[config.mk]
export PLATFORM = sky130hd
export DESIGN_NAME = skipring_sched
export DESIGN_NICKNAME = d
export VERILOG_FILES = /design/src/rtl/skipring_sched.sv
export SDC_FILE = /design/constraint.sdc
export NUM_CORES = 1
export LEC_CHECK = 0
export CELL_PAD_IN_SITES_DETAIL_PLACEMENT = 1
export CELL_PAD_IN_SITES_GLOBAL_PLACEMENT = 2
export CORE_ASPECT_RATIO = 0.75
export CORE_UTILIZATION = 29
export CTS_BUF_LIST = sky130_fd_sc_hd__clkbuf_16
export DETAILED_ROUTE_END_ITERATION = 12
export GPL_ROUTABILITY_DRIVEN = 0
export PLACE_DENSITY = 0.79
export SYNTH_ARGS = -nofsm -noshare
export SYNTH_HDL_FRONTEND = slang
export SYNTH_SLANG_ARGS = --single-unit
export TNS_END_PERCENT = 10
[constraint.sdc]
create_clock -name mCLK -period 3 [get_ports mCLK]
set_input_delay 0.45 -clock mCLK [delete_from_list [all_inputs] [get_ports mCLK]]
set_output_delay 0.45 -clock mCLK [all_outputs]
set_load 0.01 [all_outputs]
[src/rtl/skipring_sched.sv]
// skipring_sched: sequencer for one skipring instance.
//   Holds a DEPTH-entry table of skip masks and steps through it, one entry
//   per REVS completed ring revolutions (counted from rising edges of the
//   ring's oB0). Drives the ring's MASK, rSEL, RST and E from mCLK registers.
// Ports:
//   mCLK, nRST        system clock (posedge), synchronous active-low reset
//   WE, WADDR, WDATA  table write port, accepted in every state
//   START, STOP, LOOP sequence control (STOP has priority over START)
//   REVS              revolutions per table entry (0 behaves as 1)
//   B0                ring oB0, asynchronous to mCLK
//   MASK, SEL         ring MASK and rSEL (SEL is constant 1)
//   RRST, RE          ring reset (active-high) and enable
//   BUSY, DONE, IDX   status: ARM/RUN, DONE state, live table entry
module skipring_sched #(
    parameter int LEN   = 16,
    parameter int DEPTH = 4,
    parameter int AW    = 2,
    parameter int REVW  = 8
) (
    input  logic            mCLK,
    input  logic            nRST,
    input  logic            WE,
    input  logic [AW-1:0]   WADDR,
    input  logic [LEN-1:0]  WDATA,
    input  logic            START,
    input  logic            STOP,
    input  logic            LOOP,
    input  logic [REVW-1:0] REVS,
    input  logic            B0,
    output logic [LEN-1:0]  MASK,
    output logic [LEN-1:0]  SEL,
    output logic            RRST,
    output logic            RE,
    output logic            BUSY,
    output logic            DONE,
    output logic [AW-1:0]   IDX
);

    typedef enum logic [1:0] {
        S_IDLE = 2'd0,
        S_ARM  = 2'd1,
        S_RUN  = 2'd2,
        S_DONE = 2'd3
    } state_t;

    state_t            state_q, state_d;
    logic [LEN-1:0]    tbl_q [DEPTH];
    logic [LEN-1:0]    tbl_d [DEPTH];
    logic [LEN-1:0]    mask_q, mask_d;
    logic [AW-1:0]     idx_q, idx_d;
    logic [REVW-1:0]   revs_q, revs_d;
    logic              loop_q, loop_d;
    logic [REVW-1:0]   revcnt_q, revcnt_d;
    logic [1:0]        armcnt_q, armcnt_d;
    logic              rrst_q, rrst_d;
    logic              re_q, re_d;
    logic              busy_q, busy_d;
    logic              done_q, done_d;

    // B0 synchroniser (b0_s1_q, b0_s2_q) and edge-detect delay flop
    logic              b0_s1_q, b0_s2_q, b0_d_q;
    logic              rev_edge;
    logic [REVW-1:0]   revs_eff;
    logic [AW-1:0]     idx_nxt;

    assign rev_edge = b0_s2_q & ~b0_d_q;
    assign revs_eff = (revs_q == '0) ? REVW'(1) : revs_q;
    // DEPTH == 2**AW, so the natural AW-bit wrap yields entry 0 after the last
    assign idx_nxt  = idx_q + 1'b1;

    assign MASK = mask_q;
    assign SEL  = {{(LEN-1){1'b0}}, 1'b1};
    assign RRST = rrst_q;
    assign RE   = re_q;
    assign BUSY = busy_q;
    assign DONE = done_q;
    assign IDX  = idx_q;

    // State and datapath registers
    always_ff @(posedge mCLK) begin
        if (!nRST) begin
            state_q  <= S_IDLE;
            for (int unsigned i = 0; i < DEPTH; i++) tbl_q[i] <= '0;
            mask_q   <= '0;
            idx_q    <= '0;
            revs_q   <= '0;
            loop_q   <= 1'b0;
            revcnt_q <= '0;
            armcnt_q <= '0;
            rrst_q   <= 1'b1;
            re_q     <= 1'b0;
            busy_q   <= 1'b0;
            done_q   <= 1'b0;
            b0_s1_q  <= 1'b0;
            b0_s2_q  <= 1'b0;
            b0_d_q   <= 1'b0;
        end else begin
            state_q  <= state_d;
            tbl_q    <= tbl_d;
            mask_q   <= mask_d;
            idx_q    <= idx_d;
            revs_q   <= revs_d;
            loop_q   <= loop_d;
            revcnt_q <= revcnt_d;
            armcnt_q <= armcnt_d;
            rrst_q   <= rrst_d;
            re_q     <= re_d;
            busy_q   <= busy_d;
            done_q   <= done_d;
            b0_s1_q  <= B0;
            b0_s2_q  <= b0_s1_q;
            b0_d_q   <= b0_s2_q;
        end
    end

    // Next-state and datapath
    always_comb begin
        state_d  = state_q;
        tbl_d    = tbl_q;
        mask_d   = mask_q;
        idx_d    = idx_q;
        revs_d   = revs_q;
        loop_d   = loop_q;
        revcnt_d = revcnt_q;
        armcnt_d = armcnt_q;

        if (WE) tbl_d[WADDR] = WDATA;

        case (state_q)
            S_IDLE, S_DONE: begin
                if (STOP) begin
                    state_d = S_IDLE;
                end else if (START) begin
                    state_d  = S_ARM;
                    mask_d   = tbl_q[0];
                    idx_d    = '0;
                    revs_d   = REVS;
                    loop_d   = LOOP;
                    revcnt_d = '0;
                    armcnt_d = '0;
                end
            end
            S_ARM: begin
                // Held for three edges so RRST=0/RE=1 appear after START edge + 3
                if (STOP) begin
                    state_d = S_IDLE;
                end else if (armcnt_q == 2'd2) begin
                    state_d = S_RUN;
                end else begin
                    armcnt_d = armcnt_q + 2'd1;
                end
            end
            S_RUN: begin
                if (STOP) begin
                    state_d = S_IDLE;
                end else if (rev_edge) begin
                    if (revcnt_q == revs_eff - 1'b1) begin
                        revcnt_d = '0;
                        if (idx_q != AW'(DEPTH - 1) || loop_q) begin
                            idx_d  = idx_nxt;
                            mask_d = tbl_q[idx_nxt];
                        end else begin
                            state_d = S_DONE;
                        end
                    end else begin
                        revcnt_d = revcnt_q + 1'b1;
                    end
                end
            end
            default: state_d = S_IDLE;
        endcase
    end

    // Registered outputs follow the next state
    always_comb begin
        rrst_d = (state_d == S_IDLE) || (state_d == S_ARM);
        re_d   = (state_d == S_RUN);
        busy_d = (state_d == S_ARM) || (state_d == S_RUN);
        done_d = (state_d == S_DONE);
    end

endmodule

# Word level (Yosys, flattened, before mapping)

Cells that the tools add are included.

Input port bits: 33
Word-level logic and storage cells: 100
Bits in registers: 110
Output and inout port bits: 38

Reduce and logical (&&, ||, !) cells: 14
Magnitude comparators: 3
Multiplexer cells: 39
Eq/ne operators: 17
Add/subtract/negate cells: 4
Bitwise gates (word level): 5

Operators with widths:

| kind                                                | count |
|---|---|
| 2-to-1 mux 16 bit                                   | 9 |
| bitwise mux 64 bit                                  | 1 |
| 2-to-1 mux 8 bit                                    | 6 |
| binary-select mux 16 bit (select 2 bit)             | 1 |
| demux 16 bit (select 2 bit)                         | 1 |
| 2-to-1 mux 2 bit                                    | 16 |
| one-hot mux 16 bit (2 select lines)                 | 1 |
| != test 2 bit, second input constant                | 9 |
| one-hot mux 8 bit (2 select lines)                  | 1 |
| equality test 2 bit, second input constant          | 5 |
| AND reduction 5 bit                                 | 2 |
| adder 8 x 1 -> 8 bit, second input constant         | 1 |
| equality test 8 bit                                 | 1 |
| logical NOT 8 bit                                   | 1 |
| one-hot mux 2 bit (2 select lines)                  | 2 |
| subtractor 8 x 1 -> 8 bit, second input constant    | 1 |
| AND reduction 7 bit                                 | 1 |
| >= comparator 3 bit, second input constant          | 2 |
| NOT 2 -> 3 bit                                      | 2 |
| one-hot mux 2 bit (3 select lines)                  | 1 |
| adder 2 x 1 -> 2 bit, second input constant         | 2 |
| equality test 2 x 1 -> 1 bit, second input constant | 2 |
| logical NOT 2 bit                                   | 2 |
| nonzero test 2 bit                                  | 2 |
| other kinds (7)                                     | 10 |

# Longest topological paths before layout

Depth in word-level cells: 10
Mapped depth: 12
Mapped depth without buffers: 9

# Worst setup path after synthesis

No wires, ideal clock.

Path type: reg2reg
Start point: register revs_q[2]
End point: register idx_q[0] (netlist: IDX[0])
Arrival: 3.210 ns
Slack: -0.281 ns
Stages on the path, launching flop included: 11
Data required time: 2.930 ns
Setup time: 0.070 ns
Clock period less this slack: 3.281 ns
Path buffers: 1
Cells stage by stage: dfxtp_1 -> nor3_2 -> a21oi_1 -> ha_1 -> xor2_1 -> o2111ai_1 -> or4_1 -> or4_1 -> buf_2 -> or4b_1 -> a21oi_1

Longest elaborated chain between the ends: 6

RTL lines:

| element                           | RTL line | RTL |
|---|---|---|
| start, declared                   | 51       | `logic [REVW-1:0] revs_q, revs_d;` |
| start signal, assigned            | 102      | `revs_q <= revs_d;` |
| logical NOT 8 bit                 | 67       | `assign revs_eff = (revs_q == '0) ? REVW'(1) : revs_q;` |
| 2-to-1 mux 8 bit (*)              | 67       |  |
| subtractor 8 x 1 -> 8 bit (*)     | 157      | `if (revcnt_q == revs_eff - 1'b1) begin` |
| equality test 8 bit (*)           | 157      |  |
| != test 2 bit (no line) (*)       | --       |  |
| AND reduction 7 bit (no line) (*) | --       |  |
| end signal, assigned              | 101      | `idx_q <= idx_d;` |
| end, declared                     | 50       | `logic [AW-1:0] idx_q, idx_d;` |

Every way passes the cells marked *; elsewhere a longest branch is shown, timed or not.
A chain may end at the register's enable or synchronous reset.

# Worst setup path after layout

Start point: register revs_q[1]
End point: register idx_q[0] (netlist: IDX[0])

Same word-level chain as after synthesis.

==> impl_metrics.csv <==
group,metric,value,unit
sta,rsz0062_at_grt,"yes",
drt,ant_nets,0,
cells_and_area,drive_gt1_share,11.4,%
drt,wl_met2,7620,um
floorplan,die_area,18400,um2
grt,antenna_found_initial,0,
sta,finalHoldViolCount,0,
synthesis,synth.mux.area_fraction,5.53,%
min_path,hold_end,"tbl_q[38]",
worst_setup_path,cp_common_cell,"or4_4",
run_status,violations,"setup timing",
power,pwr-share-clk,38.4,%
synthesis,ys.warnings.count,0,
sta,fmaxAchievable,330,MHz
sta,maxSlewViolCount,0,
synthesis,ys_top_cells_by_area,"dfxtp_1 43%, nand2_1 10%, a21oi_1 9.7%",
clocking,cts_hold_buffers,0,
worst_setup_path,slowest_stage,"or4b_1",
floorplan,die_h,118,um
synthesis,synth_flop_cell,"dfxtp_1",
run_status,status,"finished, violations left",
sta,period_minus_slack,3.03,ns
clocking,cts-buffers-inserted,9,
sta,layout_setup_ws,-0.0343,ns
run,cap_violations,0,
sta,holdWs,0.459,ns
grt,grt_max_degree,95,
power,switching_share,26.3,%
worst_setup_path,reg2reg_slack,-0.03,ns
sta,setup_viol,6,
clocking,root_buffer,"clkbuf_16",
min_path,min_path_cells,2,
clocking,cts_tree,"built",
drt,vias_per_cell,5.16,
min_path,hp-start,"tbl_q[38]",
synthesis,synth_area,5180,um2
synthesis,yosysTopAreaCell,"dfxtp_1",
synthesis,synth-simple-area-share,19.7,%
synthesis,synth-compound-area-share,22.8,%
worst_setup_path,crit_type,"register to register",
floorplan,initial_core_util,30.2,%
worst_setup_path,reg2reg_to,"IDX[0]",
clocking,clk-insertion-delay-late,0.36,ns
power,p_leak,0.00225,uW
worst_setup_path,startpoint,"revs_q[1]",
synthesis,async_reset_ff_share,0,%
clocking,clock-sinks,110,
worst_setup_path,crit_fanout,4,
power,p_switching,834,uW
drt,post_drt_wl_per_cell,17.3,um
power,p_int,2330,uW
cells_and_area,nNetsFinal,743,
worst_setup_path,rr_startpoint,"revs_q[1]",
grt,grt_pass1_vias,5195,
sta,fin_worst_skew,0.00937,ns
sta,fin_crit_sh,101,%
power,power,3170,uW
grt,grt_util_all_layers,18.4,%
synthesis,synth_xor_area_share,1.18,%
drt,drtIter0Drc,245,
synthesis,post_synth.cell_area_avg,7.96,um2
floorplan,row_count,41,
power,p_comb_share,13.4,%
synthesis,synth_top_family_by_area,"compound AO/OA/AOI/OAI gates",
power,power_density,495,nW/um2
power,seq_power_share,48.2,%
drt,first_pass_iters,4,
clocking,htreeDepth,3,
cells_and_area,final_core_util,37.4,%
cells_and_area,synthToLayoutAreaGrowth,23.6,%
drt,wl_met1,7890,um
grt,grt_pass1_wl,26600,um
floorplan,io_pins,71,
synthesis,synth.top_cell.area_share,42.5,%
sta,slew_headroom,43.5,%
synthesis,synthCells,651,
floorplan,design.core.area,17100,um2
drt,route.vias.total,4879,
clocking,cts.path.max_buffers,2,
min_path,min_path_type,"register to register",
synthesis,yosysSeqAreaShare,42.5,%
drt,route.detailed.drc,0,
drt,dr_wl_met3,662,um
placed_design,port_buffers,54,
cells_and_area,antenna_cells,0,
drt,top_layer_used,"met4",
grt,grt-ovfl-total,0,
worst_setup_path,crit_chain,"nor4_4 -> a21oi_2 -> ha_1 -> xor2_1 -> o2111ai_1 -> or4_4 -> or4_4 -> or4b_1 -> a21oi_1",
power,vdd_ir_drop_max,0.239,mV
worst_setup_path,arrival,3.32,ns
placed_design,dp_hpwl,11500,um
worst_setup_path,startpoint_type,"register",
worst_setup_path,cpPeakStageDelay,0.53,ns
worst_setup_path,r2r_cells,9,
synthesis,synth-adder-area-share,1.45,%
clocking,path_clk_slew,0.07,ns
synthesis,synth_edf_count,0,
floorplan,die_w,156,um
worst_setup_path,crit_required,3.29,ns
synthesis,netlist-cell-type-count,59,
sta,tightest_slew,0.848,ns
drt,wl,16300,um
synthesis,ys_seq_elements,110,
worst_setup_path,setup.worst_path.end_class,"register",
-- worst max-delay path, delay by kind of cell, from the launching register on --
family	cells	cell delay, ns
DFF	1	0.33
and+or+nand+nor	4	1.82
adders and majority gates	1	0.30
xor gates and xnor gates	1	0.16
AOI/OAI and AO/OA	3	0.36
-- power groups by stage --
stage | Combinational, uW | Sequential (uW) | Clock (uW)
finish | 424 | 1530 | 1220
global route | 465 | 1530 | 1310
CTS | 416 | 1530 | 1240
detailed placement | 408 | 1560 | 0
global placement | 393 | 1560 | 0
floorplan | 243 | 1560 | 0
-- cells in the mapped netlist (4+ instances only) --
library cell and number:
a21oi_1 100, and2_1 4, and3_1 4, buf_1 4, buf_4 16, clkbuf_1 40
dfxtp_1 110, ha_1 6, inv_1 10, mux2_2 13, mux2i_1 14, nand2_1 144
nand2b_1 8, nand3_1 12, nand3b_1 5, nand4_1 5, nor2_1 20, o211ai_1 19
o21ai_0 25, o22ai_1 29, xnor2_1 4
-- cell type report --
type,count,area (um2)
sequential,110,2210
multi-input combinational,482,2740
tap,236,295
timing repair buffer,90,827
inverter,11,41.3
clock inverter,7,65.1
clock buffer,9,225
fill,2060,10700
-- routing by layer --
layer | GRT usage [%] | vias up
met5 | 0 | -
met4 | 4.66 | 0
met3 | 4.01 | 16
met2 | 30.0 | 87
met1 | 24.5 | 2410
li1 | - | 2366
-- per-stage QoR --
step           setup TNS (ns)  instance area (um2)  worst slack [ns]  std cells
2_1_floorplan               0                 5260            0.0322        665
3_3_place_gp          -0.0205                 6080          -0.00538        928
3_5_place_dp            -2.16                 6080            -0.166        928
4_1_cts               -0.0824                 6380           -0.0420        944
5_1_grt                 -2.29                 6400            -0.140        945
6_report              -0.0736                 6400           -0.0343        945
-- worst max path at each step --
stage	end	slack (ns)	cells past startpoint
after floorplan	IDX[0]	0.03	10
after global placement	revcnt_q[7]	-0.005	10
after detailed placement	revcnt_q[6]	-0.17	10
after CTS	IDX[0]	-0.04	9
after global routing	BUSY	-0.14	10
final	IDX[0]	-0.03	9
-- timing repair --
| action | in CTS | in global routing |
|---|---|---|
| gates resized for setup | 4 | 2 |
| pin swaps | 1 | 6 |
| endpoints found under the hold margin | 0 | 0 |
| setup endpoints to repair | 30 | 31 |
| buffers inserted | 0 | 1 |
-- cell families after synthesis --
logic type,after synthesis
and+or+nand+nor,226
AOI/OAI and AO/OA,200
DFF,110
buffers and inverters,73
muxes,27
xor gates and xnor gates,7
adders and majority gates,6
other,2
-- registers in the layout (all words and copies together), names as in the netlist --
name	count
revcnt_q	8
tbl_q	64
MASK	16
revs_q	8
loop_q	1
BUSY	1
state_q	2
RE	1
b0_d_q	1
b0_s1_q	1
RRST	1
IDX	2
DONE	1
armcnt_q	2
b0_s2_q	1
-- cell usage in the layout, fill, tap and decap left out, types with 5 or more instances in the layout --
cell type and count:
buf_4 34, mux2i_1 14, clkbuf_16 9, inv_1 11, clkdlybuf4s50_1 54, a21oi_1 99, nand2_1 144, conb_1 16
o22ai_1 29, ha_1 6, nand3_1 11, nand2b_1 8, nand4_1 5, nor2_1 20, dfxtp_1 107, mux2_2 13
o211ai_1 19, o21ai_0 25, nand3b_1 5
Note: power is estimated with default switching activity, not from simulation.
